==> config.mk <==
export PLATFORM = sky130hd
export DESIGN_NAME = conv_engine_flat
export DESIGN_NICKNAME = d
export VERILOG_FILES = /design/src/rtl/conv_engine_if.sv /design/src/rtl/conv_engine.sv /design/src/flat_wrapper.sv
export SDC_FILE = /design/constraint.sdc
export NUM_CORES = 1
export LEC_CHECK = 0
export ABC_CLOCK_PERIOD_IN_PS = 24200
export CAP_MARGIN = 20
export CORE_MARGIN = 3
export CORE_UTILIZATION = 64
export DETAILED_ROUTE_END_ITERATION = 8
export GPL_ROUTABILITY_DRIVEN = 1
export PLACE_DENSITY_LB_ADDON = 0.25
export SETUP_SLACK_MARGIN = 0.2
export SYNTH_ARGS = -nofsm -noshare
export SYNTH_HDL_FRONTEND = slang
export SYNTH_SLANG_ARGS = --single-unit
==> constraint.sdc <==
create_clock -name clk -period 24.2 [get_ports clk]
set_input_delay 2.42 -clock clk [delete_from_list [all_inputs] [get_ports clk]]
set_output_delay 2.42 -clock clk [all_outputs]
set_load 0.01 [all_outputs]
==> src/rtl/conv_engine_if.sv <==
// conv_engine_if
// Bundles the two bus-like port groups of conv_engine:
//   - memory read port: mem_rd / mem_addr out, mem_data back (one-cycle latency)
//   - result stream:    out_data / out_addr / out_valid out, out_ready back
// master = engine side, slave = memory model + downstream consumer.
interface conv_engine_if #(
    parameter int DW      = 8,
    parameter int ADDR_W  = 10,
    parameter int OADDR_W = 10
);
    logic                      mem_rd;
    logic [ADDR_W-1:0]         mem_addr;
    logic signed [DW-1:0]      mem_data;
    logic signed [DW-1:0]      out_data;
    logic [OADDR_W-1:0]        out_addr;
    logic                      out_valid;
    logic                      out_ready;

    modport master (
        output mem_rd, mem_addr, out_data, out_addr, out_valid,
        input  mem_data, out_ready
    );

    modport slave (
        input  mem_rd, mem_addr, out_data, out_addr, out_valid,
        output mem_data, out_ready
    );
endinterface

==> src/rtl/conv_engine.sv <==
// conv_engine
// Parametrised single-channel 2D convolution: one memory read and one MAC per
// cycle, result requantised (shift, optional ReLU, saturate) and offered on a
// valid/ready port.
// Ports:
//   clk, rst_n  clock, asynchronous active-low reset
//   start       begin a feature map (IDLE only); latches kernel and bias
//   kernel      K*K signed taps, tap r*K+c at [(r*K+c)*DW +: DW]
//   bias        signed accumulator preload
//   bus         conv_engine_if.master: memory read port and result stream
//   busy        high while a map is in progress
//   done        one-cycle pulse after the last result handshake
module conv_engine #(
    parameter int DW      = 8,
    parameter int H       = 28,
    parameter int W       = 28,
    parameter int K       = 3,
    parameter int STRIDE  = 1,
    parameter int PAD     = 0,
    parameter int ACC_W   = 20,
    parameter int SHIFT   = 0,
    parameter int RELU    = 1,
    parameter int ADDR_W  = 10,
    parameter int OADDR_W = 10
) (
    input  logic                    clk,
    input  logic                    rst_n,
    input  logic                    start,
    input  logic [K*K*DW-1:0]       kernel,
    input  logic signed [ACC_W-1:0] bias,
    conv_engine_if.master           bus,
    output logic                    busy,
    output logic                    done
);
    localparam int OH = (H + 2*PAD - K) / STRIDE + 1;
    localparam int OW = (W + 2*PAD - K) / STRIDE + 1;
    localparam int NT = K * K;
    localparam int TW = (NT > 1) ? $clog2(NT) : 1;
    localparam int CW = (ADDR_W > 16) ? ADDR_W : 16;
    localparam int SW = CW + 1;

    localparam logic signed [SW-1:0]    STR_S = SW'(STRIDE);
    localparam logic signed [SW-1:0]    PAD_S = SW'(PAD);
    localparam logic signed [SW-1:0]    H_S   = SW'(H);
    localparam logic signed [SW-1:0]    W_S   = SW'(W);
    localparam logic [CW-1:0]           W_U   = CW'(W);
    localparam logic [CW-1:0]           OW_U  = CW'(OW);
    localparam logic signed [ACC_W-1:0] MAXV  = ACC_W'((2**(DW-1)) - 1);
    localparam logic signed [ACC_W-1:0] MINV  = ACC_W'(-(2**(DW-1)));

    typedef enum logic [2:0] {IDLE, FETCH, DRAIN, OUTPUT, DONE} state_t;

    state_t                    state_q, state_d;
    logic signed [DW-1:0]      k_q [NT];
    logic signed [ACC_W-1:0]   bias_q, acc_q;
    logic [CW-1:0]             oy, ox, ky, kx;
    logic [TW-1:0]             tap_q, rtap_q;
    logic                      pend_q;
    logic [ADDR_W-1:0]         addr_q;

    logic signed [SW-1:0]      iy, ix;
    logic                      in_b;
    logic [ADDR_W-1:0]         rd_addr;
    logic signed [2*DW-1:0]    prod;
    logic signed [ACC_W-1:0]   acc_sum, shifted;
    logic signed [DW-1:0]      res;
    logic                      last_tap, last_pix;

    // Tap coordinates in the unpadded image; negative or >= size means padding.
    always_comb begin
        iy      = $signed({1'b0, oy}) * STR_S + $signed({1'b0, ky}) - PAD_S;
        ix      = $signed({1'b0, ox}) * STR_S + $signed({1'b0, kx}) - PAD_S;
        in_b    = !iy[SW-1] && (iy < H_S) && !ix[SW-1] && (ix < W_S);
        rd_addr = ADDR_W'(iy[CW-1:0] * W_U + ix[CW-1:0]);
    end

    // mem_data belongs to the read issued last cycle; pend_q/rtap_q track it.
    always_comb begin
        prod    = bus.mem_data * k_q[rtap_q];
        acc_sum = acc_q + (pend_q ? ACC_W'(prod) : '0);
        shifted = acc_sum >>> SHIFT;
        if (RELU != 0 && shifted[ACC_W-1]) begin
            shifted = '0;
        end
        if (shifted > MAXV) begin
            res = DW'(MAXV);
        end else if (shifted < MINV) begin
            res = DW'(MINV);
        end else begin
            res = shifted[DW-1:0];
        end
    end

    assign last_tap = (ky == CW'(K - 1)) && (kx == CW'(K - 1));
    assign last_pix = (oy == CW'(OH - 1)) && (ox == CW'(OW - 1));

    always_ff @(posedge clk or negedge rst_n) begin
        if (!rst_n) begin
            state_q <= IDLE;
        end else begin
            state_q <= state_d;
        end
    end

    always_comb begin
        state_d       = state_q;
        bus.mem_rd    = 1'b0;
        bus.mem_addr  = addr_q;
        bus.out_valid = 1'b0;
        busy          = 1'b0;
        done          = 1'b0;
        case (state_q)
            IDLE: begin
                if (start) state_d = FETCH;
            end
            FETCH: begin
                busy       = 1'b1;
                bus.mem_rd = in_b;
                if (in_b) bus.mem_addr = rd_addr;
                if (last_tap) state_d = DRAIN;
            end
            DRAIN: begin
                busy    = 1'b1;
                state_d = OUTPUT;
            end
            OUTPUT: begin
                busy          = 1'b1;
                bus.out_valid = 1'b1;
                if (bus.out_ready) state_d = last_pix ? DONE : FETCH;
            end
            DONE: begin
                done    = 1'b1;
                state_d = IDLE;
            end
            default: state_d = IDLE;
        endcase
    end

    always_ff @(posedge clk or negedge rst_n) begin
        if (!rst_n) begin
            for (int unsigned t = 0; t < NT; t++) k_q[t] <= '0;
            bias_q       <= '0;
            acc_q        <= '0;
            oy           <= '0;
            ox           <= '0;
            ky           <= '0;
            kx           <= '0;
            tap_q        <= '0;
            rtap_q       <= '0;
            pend_q       <= 1'b0;
            addr_q       <= '0;
            bus.out_data <= '0;
            bus.out_addr <= '0;
        end else begin
            pend_q <= (state_q == FETCH) && in_b;
            rtap_q <= tap_q;
            if (state_q == FETCH && in_b) addr_q <= rd_addr;
            case (state_q)
                IDLE: begin
                    if (start) begin
                        for (int unsigned t = 0; t < NT; t++) k_q[t] <= kernel[t*DW +: DW];
                        bias_q <= bias;
                        acc_q  <= bias;
                        oy     <= '0;
                        ox     <= '0;
                        ky     <= '0;
                        kx     <= '0;
                        tap_q  <= '0;
                    end
                end
                FETCH: begin
                    acc_q <= acc_sum;
                    tap_q <= tap_q + TW'(1);
                    if (kx == CW'(K - 1)) begin
                        kx <= '0;
                        ky <= ky + CW'(1);
                    end else begin
                        kx <= kx + CW'(1);
                    end
                end
                DRAIN: begin
                    acc_q        <= acc_sum;
                    bus.out_data <= res;
                    bus.out_addr <= OADDR_W'(oy * OW_U + ox);
                end
                OUTPUT: begin
                    if (bus.out_ready) begin
                        if (!last_pix) begin
                            if (ox == CW'(OW - 1)) begin
                                ox <= '0;
                                oy <= oy + CW'(1);
                            end else begin
                                ox <= ox + CW'(1);
                            end
                        end
                        ky    <= '0;
                        kx    <= '0;
                        tap_q <= '0;
                        acc_q <= bias_q;
                    end
                end
                default: ;
            endcase
        end
    end
endmodule

==> src/flat_wrapper.sv <==
// flat-port wrapper written by rule: the top's interface ports become plain ports
module conv_engine_flat 
#(
    parameter int DW      = 8,
    parameter int H       = 28,
    parameter int W       = 28,
    parameter int K       = 3,
    parameter int STRIDE  = 1,
    parameter int PAD     = 0,
    parameter int ACC_W   = 20,
    parameter int SHIFT   = 0,
    parameter int RELU    = 1,
    parameter int ADDR_W  = 10,
    parameter int OADDR_W = 10
)
  (clk, rst_n, start, kernel, bias, busy, done, bus_mem_rd, bus_mem_addr, bus_out_data, bus_out_addr, bus_out_valid, bus_mem_data, bus_out_ready);
  conv_engine_if #(.DW(DW), .ADDR_W(ADDR_W), .OADDR_W(OADDR_W)) bus_i ();
  input  logic clk;
  input  logic rst_n;
  input  logic start;
  input  logic [K*K*DW-1:0] kernel;
  input  logic signed [ACC_W-1:0] bias;
  output logic busy;
  output logic done;
  output wire logic [$bits(bus_i.mem_rd)-1:0] bus_mem_rd;
  output wire logic [$bits(bus_i.mem_addr)-1:0] bus_mem_addr;
  output wire logic [$bits(bus_i.out_data)-1:0] bus_out_data;
  output wire logic [$bits(bus_i.out_addr)-1:0] bus_out_addr;
  output wire logic [$bits(bus_i.out_valid)-1:0] bus_out_valid;
  input wire logic [$bits(bus_i.mem_data)-1:0] bus_mem_data;
  input wire logic [$bits(bus_i.out_ready)-1:0] bus_out_ready;
  assign bus_mem_rd = bus_i.mem_rd;
  assign bus_mem_addr = bus_i.mem_addr;
  assign bus_out_data = bus_i.out_data;
  assign bus_out_addr = bus_i.out_addr;
  assign bus_out_valid = bus_i.out_valid;
  assign bus_i.mem_data = bus_mem_data;
  assign bus_i.out_ready = bus_out_ready;
  conv_engine #(.DW(DW), .H(H), .W(W), .K(K), .STRIDE(STRIDE), .PAD(PAD), .ACC_W(ACC_W), .SHIFT(SHIFT), .RELU(RELU), .ADDR_W(ADDR_W), .OADDR_W(OADDR_W)) u_core (.clk(clk), .rst_n(rst_n), .start(start), .kernel(kernel), .bias(bias), .bus(bus_i), .busy(busy), .done(done));
endmodule
Word-level counts from Yosys, hierarchy flattened
Index checks and enable logic that the tools add are counted.

storage, ports and cells
  bits in registers = 216
  output and inout port bits = 32
  bits of input ports = 104
  memory bits (read-only) = 0
  latch bits = 0
  memory bits (writable) = 0
  memories = 0

operators by class
  muxes and demuxes = 38
  div/mod/pow operators = 0
  magnitude comparators = 5
  multipliers = 3
  reduce and logical (&&, ||, !) cells = 21
  equality and inequality tests = 14
  shifts and indexed selects = 0
  add/sub/neg operators = 10
  bitwise logic cells = 1

operator list
  kind                                                 number
  two-way mux 16 bit                                   10
  case mux 16 bit (3 select lines)                     2
  adder 16 x 1 -> 16 bit, second input constant        4
  case mux 16 bit (2 select lines)                     2
  two-way mux 20 bit                                   3
  case mux 20 bit (3 select lines)                     1
  adder 16 x 16 -> 17 bit                              2
  < comparator 17 x 6 -> 1 bit, second input constant  2
  binary-select mux 8 bit (select 4 bit)               1
  == test 16 x 2 -> 1 bit, second input constant       2
  == test 16 x 5 -> 1 bit, second input constant       2
  two-way mux 8 bit                                    4
  adder 10 bit                                         2
  adder 20 bit                                         1
  < comparator 20 x 8 -> 1 bit, second input constant  1
  two-way mux 10 bit                                   2
  > comparator 19 x 7 -> 1 bit, second input constant  1
  two-way mux 19 bit                                   1
  multiplier 16 x 3 -> 8 bit, second input constant    1
  multiplier 16 x 4 -> 9 bit, second input constant    1
  multiplier 8 x 8 -> 16 bit                           1
  two-way mux 3 bit                                    4
  case mux 3 bit (4 select lines)                      1
  case mux 4 bit (3 select lines)                      1
  21 further kinds                                     40

Longest topological paths before layout
Gate-level depths: netlist of run 1.

  word-level depth = 11
  gate-level depth with buffers = 34

Least setup slack after synthesis of run 1
Ideal clock, no wire load.

  path type = input port to flip-flop
  from = in bus_mem_data[0]
  to = reg u_core.bus.out_data[0]
  arrival time = 8.412 ns
  stages on the path = 22
  required time = 24.041 ns
  setup slack = 15.629 ns
  setup time = 0.159 ns
  cells stage by stage = or2_2 fa_1 fa_1 fa_1 fa_1 inv_1 ha_1 and3_1 a221o_1 o211ai_1 a21oi_1 xnor2_1 and2_1 clkbuf_1 ha_1 or3_1 nand3b_1 o21ai_0 xor2_1 nand4b_1 nor4_1 a211oi_1

on the way
  cells in the longest elaborated chain, start to end = 7
  elaborated cells between the ends (all ways) = 8
  those cells by class = add/sub (1); mul (1); order compare (2); mux (4)

RTL lines
  item                            RTL line              source
  start, declared                 flat_wrapper.sv:30    input wire logic [$bits(bus_i.mem_data)-1:0] bus_mem_data;
  multiplier 8 x 8 -> 16 bit (*)  conv_engine.sv:79     prod = bus.mem_data * k_q[rtap_q];
  two-way mux 20 bit (*)          conv_engine.sv:80     acc_sum = acc_q + (pend_q ? ACC_W'(prod) : '0);
  adder 20 bit (*)                conv_engine.sv:80
  two-way mux 19 bit (*)          conv_engine.sv:82     if (RELU != 0 && shifted[ACC_W-1]) begin
  < comparator 20 x 8 -> 1 bit    conv_engine.sv:87     end else if (shifted < MINV) begin
  two-way mux 8 bit               conv_engine.sv:87
  two-way mux 8 bit (*)           conv_engine.sv:85     if (shifted > MAXV) begin
  end signal, assigned            conv_engine.sv:183    bus.out_data <= res;
  end, declared                   conv_engine_if.sv:20  output mem_rd, mem_addr, out_data, out_addr, out_valid,

Every way passes the cells marked *; elsewhere a longest branch is shown, timed or not.
A chain may end at the register's enable or synchronous reset.

Worst setup path after layout of run 1
  from = in bus_mem_data[2]
  to = reg u_core.bus.out_data[6]

The elaborated chain is that of the path after synthesis.

==> results of run 1 <==
[final cells by class]
cell class,count,area (sq um)
multi-input cells,1206,10110
repair buffers,148,1468
inverters,163,611.8
fillers,1725,5808
clock inverters,16,231.5
well taps,324,405.4
clock buffers,27,631.9
flip-flops and latches,216,5405
diodes,1,2.502
[logic make-up after synthesis]
logic type / Yosys count
multiplexers: 147
flip-flops: 216
AO/OA/AOI/OAI: 287
adder cells (fa/ha/maj): 198
XOR/XNOR: 112
AND/OR/NAND/NOR: 462
buffers and inverters: 212
[sequential cells by signal (all words and copies together) (netlist names)]
| signal | cells |
|---|---|
| u_core.addr_q | 10 |
| u_core.ky | 16 |
| u_core.k_q | 72 |
| u_core.pend_q | 1 |
| u_core.ox | 16 |
| u_core.tap_q | 4 |
| u_core.state_q | 3 |
| u_core.bias_q | 20 |
| u_core.bus.out_addr | 10 |
| u_core.bus.out_data | 8 |
| u_core.oy | 16 |
| u_core.acc_q | 20 |
| u_core.rtap_q | 4 |
| u_core.kx | 16 |
[cell usage after synthesis (all sizes together), types with 18 or more instances]
cell type and number:
dfrtp 216, inv 163, ha 127, mux2 110, nor2 109, nand2 108
o21ai 89, fa 71, a21oi 68, xnor2 62, and2 60, xor2 49
clkbuf 41, nand3 28, nor3 23, or3 22, a21o 21, mux2i 21
and3 18
[final timing paths]
path / startpoint / end / slack (ns) / cells past startpoint
worst max register to register: u_core.rtap_q[1]$_DFF_PN0_ / u_core.bus.out_data[6]$_DFFE_PN0P_ / 15.65 / 31
worst min register to register: u_core.tap_q[3]$_DFFE_PN0P_ / u_core.rtap_q[3]$_DFF_PN0_ / 0.42 / 0
min in group asynchronous: rst_n / u_core.addr_q[7]$_DFFE_PN0P_ / 1.96 / 1
worst max-delay path: bus_mem_data[2] / u_core.bus.out_data[6]$_DFFE_PN0P_ / 15.39 / 29
max in group asynchronous: rst_n / u_core.k_q[35]$_DFFE_PN0P_ / 20.75 / 3
worst min-delay path: u_core.tap_q[3]$_DFFE_PN0P_ / u_core.rtap_q[3]$_DFF_PN0_ / 0.42 / 0
[per-stage QoR]
stage          util (%)  area, sq um  worst slack (ns)  hold WS [ns]  cells
6_report          76.46        18870             15.39        0.4232   2101
5_1_grt           76.46        18870             14.82        0.4306   2101
3_5_place_dp      72.85        17980             14.27        0.3917   2055
2_1_floorplan         -        16330             15.63        0.3718   1634
3_3_place_gp      72.81        17970             14.46        0.3839   2054
4_1_cts           76.35        18840             14.78        0.4167   2098
[per-layer routing]
layer	part of all wire [%]	global-route usage (%)	vias to the layer above	wire length, um
li1	-	-	5938	-
met1	39	36.24	6273	15850
met2	51	49.90	389	20430
met3	5.0	4.189	123	2024
met4	4.9	13.35	0	1973
met5	0	0	-	0
==> out/qor.txt, run 1 <==
Synth Area in XOR/XNOR: 6.090%
H-Tree Depth: 1
chip width: 165.8 um
clk sinks: 216
kind of cell adding the most delay to the critical path: adder cells
Synth Area in Compound Gates: 11.18%
IO Count: 136
Post-Synth Adder-Cell Area: 18.43%
mux share of post-synthesis cell area: 11.44%
CP Launch Type: primary input
Synthesized Nets: 1936
most common cell after layout, fill and taps aside: dfrtp_1
Num CTS Buffers: 24
Core Box Area: 24680 sq um
combinational family with the most area after synthesis: adder cells
Hold Path Class: register to register
hold buffer count at cts: 0
initial antenna violation count: 1
Post-Route WL: 40.28 mm
clock-pin slew on the worst setup and hold paths: 0.06 ns
die area: 27470 sq um
Slowest-stage cell, CP: fa_1
Pre-Repair DR Iteration Count: 5
Req. time, crit path: 24.57 ns
Max Fanout on Critical Path: 8
CP max stage delay: 0.57 ns
CTS tree: yes
clk_lat worst skew: 0.53 ns
most frequent cells in the layout: dfrtp_1 (216), inv_1 (163), clkdlybuf4s50_1 (134)
final setup TNS: 0 ns
Congestion Overflow GR: 0
measured slew at the worst slew-check pin: 1.105 ns
largest cells by area after synthesis: dfrtp_1 (33%), ha_1 (9.7%), fa_1 (8.7%)
Total Nets Final: 2061
Final Skew: 0.01797 ns
Die H: 165.8 um
Synth top area share: 33.09%
Fmax: 113.5 MHz
Placer Congestion: 0.9339
Setup crit end kind: register
number of global-route vias before repair: 13353
Crit path arrival time: 9.18 ns
Fin. Hold Viols: 0
Via density: 6.056
max_slew headroom: 26.34%
main flop type after synthesis: dfrtp_1
Period minus WS final: 8.809 ns
Netlist cell types: 83
routed len/inst: 19.17 um
post-CTS setup buffers: 0
mapped cell area: 16330 sq um
syn_area_per_cell: 9.996 sq um
CP bufs+invs: 4
largest net degree at the start of global routing: 132
CTS Buffer Depth: 3
cell taking the most area after synthesis: dfrtp_1
Post-route DRC: 0
dpl hpwl: 29.70 mm
FF+latch count, synth: 216
final setup violating endpoints: 0
Slew Limit Fails: 0
outcome: complete, no violations
max-capacitance violation count: 0
CTS root buf: clkbuf_16
fin crit share: 36.40%
post-cts sizing count: 0
row count: 57
Synth Area in Simple Gates: 14.73%
number of flops mapped to enable cells by yosys: 0
drt first-iter violations: 778
via count: 12723
I/O Buffers: 135
Antenna Violating Nets Remaining: 0
Area Growth Syn to Fin: 15.52%
first-pass GRT wire length: 66.03 mm
RSZ-0062 raised after global routing: false
share of layout cells above drive strength 1: 11.26%
sequential element share of the synthesized area: 33.09%
Cells after Synth: 1634
Crit Path Class: primary input to register
Yosys warnings: 0
Synth async-reset ratio: 100.0%
initial core utilization: 66.19%
GRT Overall Usage: 28.93%
Power of run 1 is left out: the tool's default activity adds up to more than one toggle a clock period on the data nets, which glitch-free logic cannot reach.
==> run 2: changes to the inputs <==
ABC_CLOCK_PERIOD_IN_PS = 8000   (was 24200)
CORE_UTILIZATION = 54   (was 64)
clock period = 8 ns   (was 24.2 ns; I/O delays follow)
==> run 2 against run 1 <==
Utilization fell by 11 points; die area rose by 18%; critical path depth rose by 1; register-to-register slack got worse by 15 ns; clock skew fell by 0.0053 ns; via count fell by 0.51%; non-clock buffer count rose by 12; sequential share of layout area fell by 0.75 points; setup slack got worse by 15 ns; first-iteration DRC count rose by 1.3%; largest cell class unchanged.
==> out/qor.txt, run 2 (synthesis gave the netlist of run 1 again) <==
fin crit share: 93.92%
initial core utilization: 54.96% (-11 points)
Congestion Overflow GR: 0 (unchanged)
CTS root buf: clkbuf_16
Post-route DRC: 0 (unchanged)
Slew Limit Fails: 0 (unchanged)
Final Skew: 0.01271 ns (-0.005255 ns)
max_slew headroom: 28.27% (+1.9 points)
Post-Route WL: 40.88 mm (+1.5%)
number of global-route vias before repair: 12862 (-3.7%)
GRT Overall Usage: 24.54% (-4.4 points)
Placed Instance Area: 18140 sq um (+0.92%)
Num CTS Buffers: 26 (+8.3%)
Crit Path Class: register to register
RSZ-0062 raised after global routing: false
CP Launch Type: register
chip width: 179.9 um (+8.5%)
die area: 32370 sq um (+18%)
CTS Buffer Depth: 3 (unchanged)
CP max stage delay: 0.56 ns (about the same)
Setup crit end kind: register
H-Tree Depth: 1 (unchanged)
Hold Path Class: primary input to asynchronous set/reset pin
initial antenna violation count: 1 (unchanged)
Via density: 5.796 (-4.3%)
max reg flops: 72 (unchanged)
clock-pin slew on the worst setup and hold paths: 0.06 ns (about the same)
via count: 12658 (-0.51%)
clk_lat worst skew: 0.54 ns (about the same)
Antenna Violating Nets Remaining: 0 (unchanged)
Fin. Hold Viols: 0 (unchanged)
share of layout cells above drive strength 1: 14.22% (+3.0 points)
IO Count: 136 (unchanged)
most common cell after layout, fill and taps aside: dfrtp_1
Core Box Area: 29720 sq um (+20%)
Slowest-stage cell, CP: mux4_2
Crit path arrival time: 7.95 ns (-1.23 ns)
drt first-iter violations: 788 (+1.3%)
I/O Buffers: 135 (unchanged)
Period minus WS final: 7.514 ns
fin area: 19390 sq um (+2.7%)
routed len/inst: 18.72 um (-2.4%)
Largest regs: u_core.k_q (72), u_core.acc_q (20), u_core.bias_q (20)
final setup violating endpoints: 0 (unchanged)
CTS tree: yes
Largest Register: u_core.k_q
row count: 63 (+11%)
max-capacitance violation count: 0 (unchanged)
CP bufs+invs: 5 (+1)
Req. time, crit path: 8.44 ns (-16.13 ns)
Max Fanout on Critical Path: 8 (unchanged)
Pre-Repair DR Iteration Count: 6 (+1)
Fmax: 133.1 MHz
hold buffer count at cts: 0 (unchanged)
clk sinks: 216 (unchanged)
Area Growth Syn to Fin: 18.69%
Die H: 179.9 um (+8.5%)
most used cell, CP: fa_1
Placer Congestion: 0.9469 (+1.4%)
largest net degree at the start of global routing: 87 (-34%)
outcome: complete, no violations
dpl hpwl: 30.65 mm (+3.2%)
Total Nets Final: 2075 (+0.68%)
first-pass GRT wire length: 66.00 mm (about the same)
kind of cell adding the most delay to the critical path: adder cells
most frequent cells in the layout: dfrtp_1 (213), inv_1 (163), clkdlybuf4s50_1 (134)
measured slew at the worst slew-check pin: 1.076 ns (-0.02904 ns)
[run 2: layer usage]
layer | part of all wire [%] | GRT usage, % | up-vias
li1 | - | - | 5963
met1 | 42 | 32.26 | 6323
met5 | 0 | 0 | -
met4 | 3.0 | 6.745 | 0
met2 | 51 | 43.32 | 287
met3 | 4.0 | 2.651 | 85
[run 2: repair_timing]
action                                  in CTS  in global routing
cloned                                       0                  2
resized for setup                            6                 53
pin swaps                                    0                 11
endpoints found under the setup margin      13                 14
buffers inserted                             0                  7
[run 2: worst paths after layout]
kind | start | endpoint | slack (ns) | cells past startpoint
min | rst_n | u_core.k_q[3]$_DFFE_PN0P_ | 0.20 | 1
max in group asynchronous | rst_n | u_core.oy[13]$_DFFE_PN0P_ | 6.53 | 2
min reg2reg | u_core.tap_q[3]$_DFFE_PN0P_ | u_core.rtap_q[3]$_DFF_PN0_ | 0.40 | 0
max reg2reg | u_core.rtap_q[0]$_DFF_PN0_ | u_core.bus.out_data[6]$_DFFE_PN0P_ | 0.49 | 30
max | u_core.rtap_q[0]$_DFF_PN0_ | u_core.bus.out_data[6]$_DFFE_PN0P_ | 0.49 | 30
min in group clk | u_core.tap_q[3]$_DFFE_PN0P_ | u_core.rtap_q[3]$_DFF_PN0_ | 0.40 | 0
[run 2: layout make-up]
class,instances,area (sq um)
Inverter,163,611.8
Antenna cell,1,2.502
Fill cell,2395,10330
Sequential cell,216,5409
Multi-Input combinational cell,1206,10360
Timing Repair Buffer,160,1624
Clock inverter,16,176.4
Clock buffer,32,713.2
Tap cell,390,488.0
[run 2: stage by stage]
stage / worst slack (ns) / cells / utilization (%) / setup TNS, ns / hold slack (ns)
after floorplan: 0.3769 / 1634 / - / 0 / 0.3718
after global placement: 0.07193 / 2125 / 60.96 / 0 / 0.3915
after detailed placement: -0.2790 / 2126 / 61.05 / -1.966 / 0.3881
after CTS: 0.2046 / 2174 / 64.07 / 0 / 0.2171
after global routing: 0.1483 / 2184 / 65.24 / 0 / 0.2368
final: 0.4862 / 2184 / 65.24 / 0 / 0.2016
Power of run 2 is left out for the same reason.
==> run 3: changes to the inputs <==
RECOVER_POWER = 25   (was default)
==> run 3 against run 2 <==
Critical path type unchanged; hold slack improved by 0.20 ns; wire length about the same; register-to-register slack about the same; setup slack got worse by 0.0032 ns; the flow now finishes with violations (capacitance limit, slew limit); final area decreased by 0.15%; utilization decreased by 0.10 points; sequential share of layout area about the same.
==> out/qor.txt, run 3 (synthesis gave the netlist of run 1 again) <==
largest net degree at the start of global routing: 87 (unchanged)
row count: 63 (unchanged)
hold buffer count at cts: 0 (unchanged)
CP Launch Type: register
most common cell after layout, fill and taps aside: dfrtp_1
routed len/inst: 18.71 um (about the same)
max-capacitance violation count: 3 (+3)
dpl hpwl: 30.65 mm (unchanged)
Post-Route WL: 40.86 mm (about the same)
measured slew at the worst slew-check pin: 3.662 ns (+2.586 ns)
number of global-route vias before repair: 12862 (unchanged)
Slew Limit Fails: 156 (+156)
Max Fanout on Critical Path: 8 (unchanged)
Die H: 179.9 um (unchanged)
Placed Instance Area: 18140 sq um (unchanged)
CTS Buffer Depth: 3 (unchanged)
failing checks: capacitance limit, slew limit
Final Skew: 0.01160 ns (-0.001119 ns)
Largest regs: u_core.k_q (72), u_core.acc_q (20), u_core.bias_q (20)
Slowest-stage cell, CP: mux4_2
Area Growth Syn to Fin: 18.51%
H-Tree Depth: 1 (unchanged)
die area: 32370 sq um (unchanged)
most used cell, CP: fa_1
Antenna Violating Nets Remaining: 0 (unchanged)
CTS tree: yes
Hold Path Class: register to register
max_slew headroom: -144.2% (-170 points)
drt first-iter violations: 754 (-4.3%)
Crit path arrival time: 7.95 ns (about the same)
Total Nets Final: 2075 (unchanged)
chip width: 179.9 um (unchanged)
Crit Path Class: register to register
clk sinks: 216 (unchanged)
Fin. Hold Viols: 0 (unchanged)
fin area: 19360 sq um (-0.15%)
Period minus WS final: 7.517 ns (+0.003231 ns)
clk_lat worst skew: 0.54 ns (about the same)
Post-route DRC: 0 (unchanged)
CP max stage delay: 0.57 ns (about the same)
final setup TNS: 0 ns (unchanged)
I/O Buffers: 135 (unchanged)
first-pass GRT wire length: 66.00 mm (unchanged)
Num CTS Buffers: 26 (unchanged)
CTS root buf: clkbuf_16
GRT Overall Usage: 24.54% (unchanged)
via count: 12718 (+0.47%)
initial antenna violation count: 1 (unchanged)
Pre-Repair DR Iteration Count: 6 (unchanged)
share of layout cells above drive strength 1: 14.05% (-0.17 points)
RSZ-0062 raised after global routing: false
fin crit share: 93.96% (about the same)
most frequent cells in the layout: dfrtp_1 (213), inv_1 (163), clkdlybuf4s50_1 (134)
Placer Congestion: 0.9469 (unchanged)
final core occ: 65.13% (-0.10 points)
IO Count: 136 (unchanged)
Fmax: 133.0 MHz (about the same)
Largest Register: u_core.k_q
Congestion Overflow GR: 0 (unchanged)
final setup violating endpoints: 0 (unchanged)
Setup crit end kind: register
initial core utilization: 54.96% (unchanged)
Core Box Area: 29720 sq um (unchanged)
outcome: finished with violations
Req. time, crit path: 8.44 ns (about the same)
clock-pin slew on the worst setup and hold paths: 0.06 ns (about the same)
max reg flops: 72 (unchanged)
Via density: 5.823 (+0.47%)
[run 3: area by class of cell]
class                           count  area, sq um
Antenna cell                        1        2.502
Clock buffer                       32        713.2
Clock inverter                     16        176.4
Fill cell                        2399        10360
Inverter                          163        611.8
Multi-Input combinational cell   1206        10360
Sequential cell                   216         5409
Tap cell                          390        488.0
Timing Repair Buffer              160         1594
[run 3: metrics by stage]
stage	hold WS (ns)	worst slack, ns	cells
5_1_grt	0.4164	0.1473	2184
3_5_place_dp	0.3881	-0.2790	2126
4_1_cts	0.2171	0.2046	2174
6_report	0.4036	0.4830	2184
3_3_place_gp	0.3915	0.07193	2125
2_1_floorplan	0.3718	0.3769	1634
[run 3: critical path: cells and delay by family (launching register included)]
kind                       cells  cell delay, ns
muxes                          2            0.77
DFF                            1            0.45
xor gates and xnor gates       2            0.31
buffers and inverters          5            0.59
and+or+nand+nor                6            0.87
AOI/OAI and AO/OA              9            1.93
adders and majority gates      6            2.49
[run 3: repair_timing]
action                     4_1_cts  5_1_grt
gates cloned                     0        2
setup endpoints to repair       13       14
resized for setup                6       53
buffers inserted                 0        7
pin swaps                        0       11
[run 3: final timing paths]
| check | from | to | slack [ns] | depth (start not counted) |
|---|---|---|---|---|
| setup / recovery | u_core.rtap_q[0]$_DFF_PN0_ | u_core.bus.out_data[6]$_DFFE_PN0P_ | 0.48 | 30 |
| hold / removal | u_core.tap_q[3]$_DFFE_PN0P_ | u_core.rtap_q[3]$_DFF_PN0_ | 0.40 | 0 |
| setup reg to reg | u_core.rtap_q[0]$_DFF_PN0_ | u_core.bus.out_data[6]$_DFFE_PN0P_ | 0.48 | 30 |
| hold reg to reg | u_core.tap_q[3]$_DFFE_PN0P_ | u_core.rtap_q[3]$_DFF_PN0_ | 0.40 | 0 |
| max in group asynchronous | rst_n | u_core.kx[14]$_DFFE_PN0P_ | 1.33 | 3 |
| min in group asynchronous | rst_n | u_core.acc_q[0]$_DFFE_PN0P_ | 1.50 | 1 |
[run 3: metal layers]
layer / GRT usage (%) / share of wire (%) / vias to the layer above
li1: - / - / 5961
met1: 32.26 / 42 / 6384
met2: 43.32 / 51 / 281
met3: 2.651 / 3.6 / 92
met4: 6.745 / 3.2 / 0
met5: 0 / 0 / -
Power of run 3 is left out for the same reason.
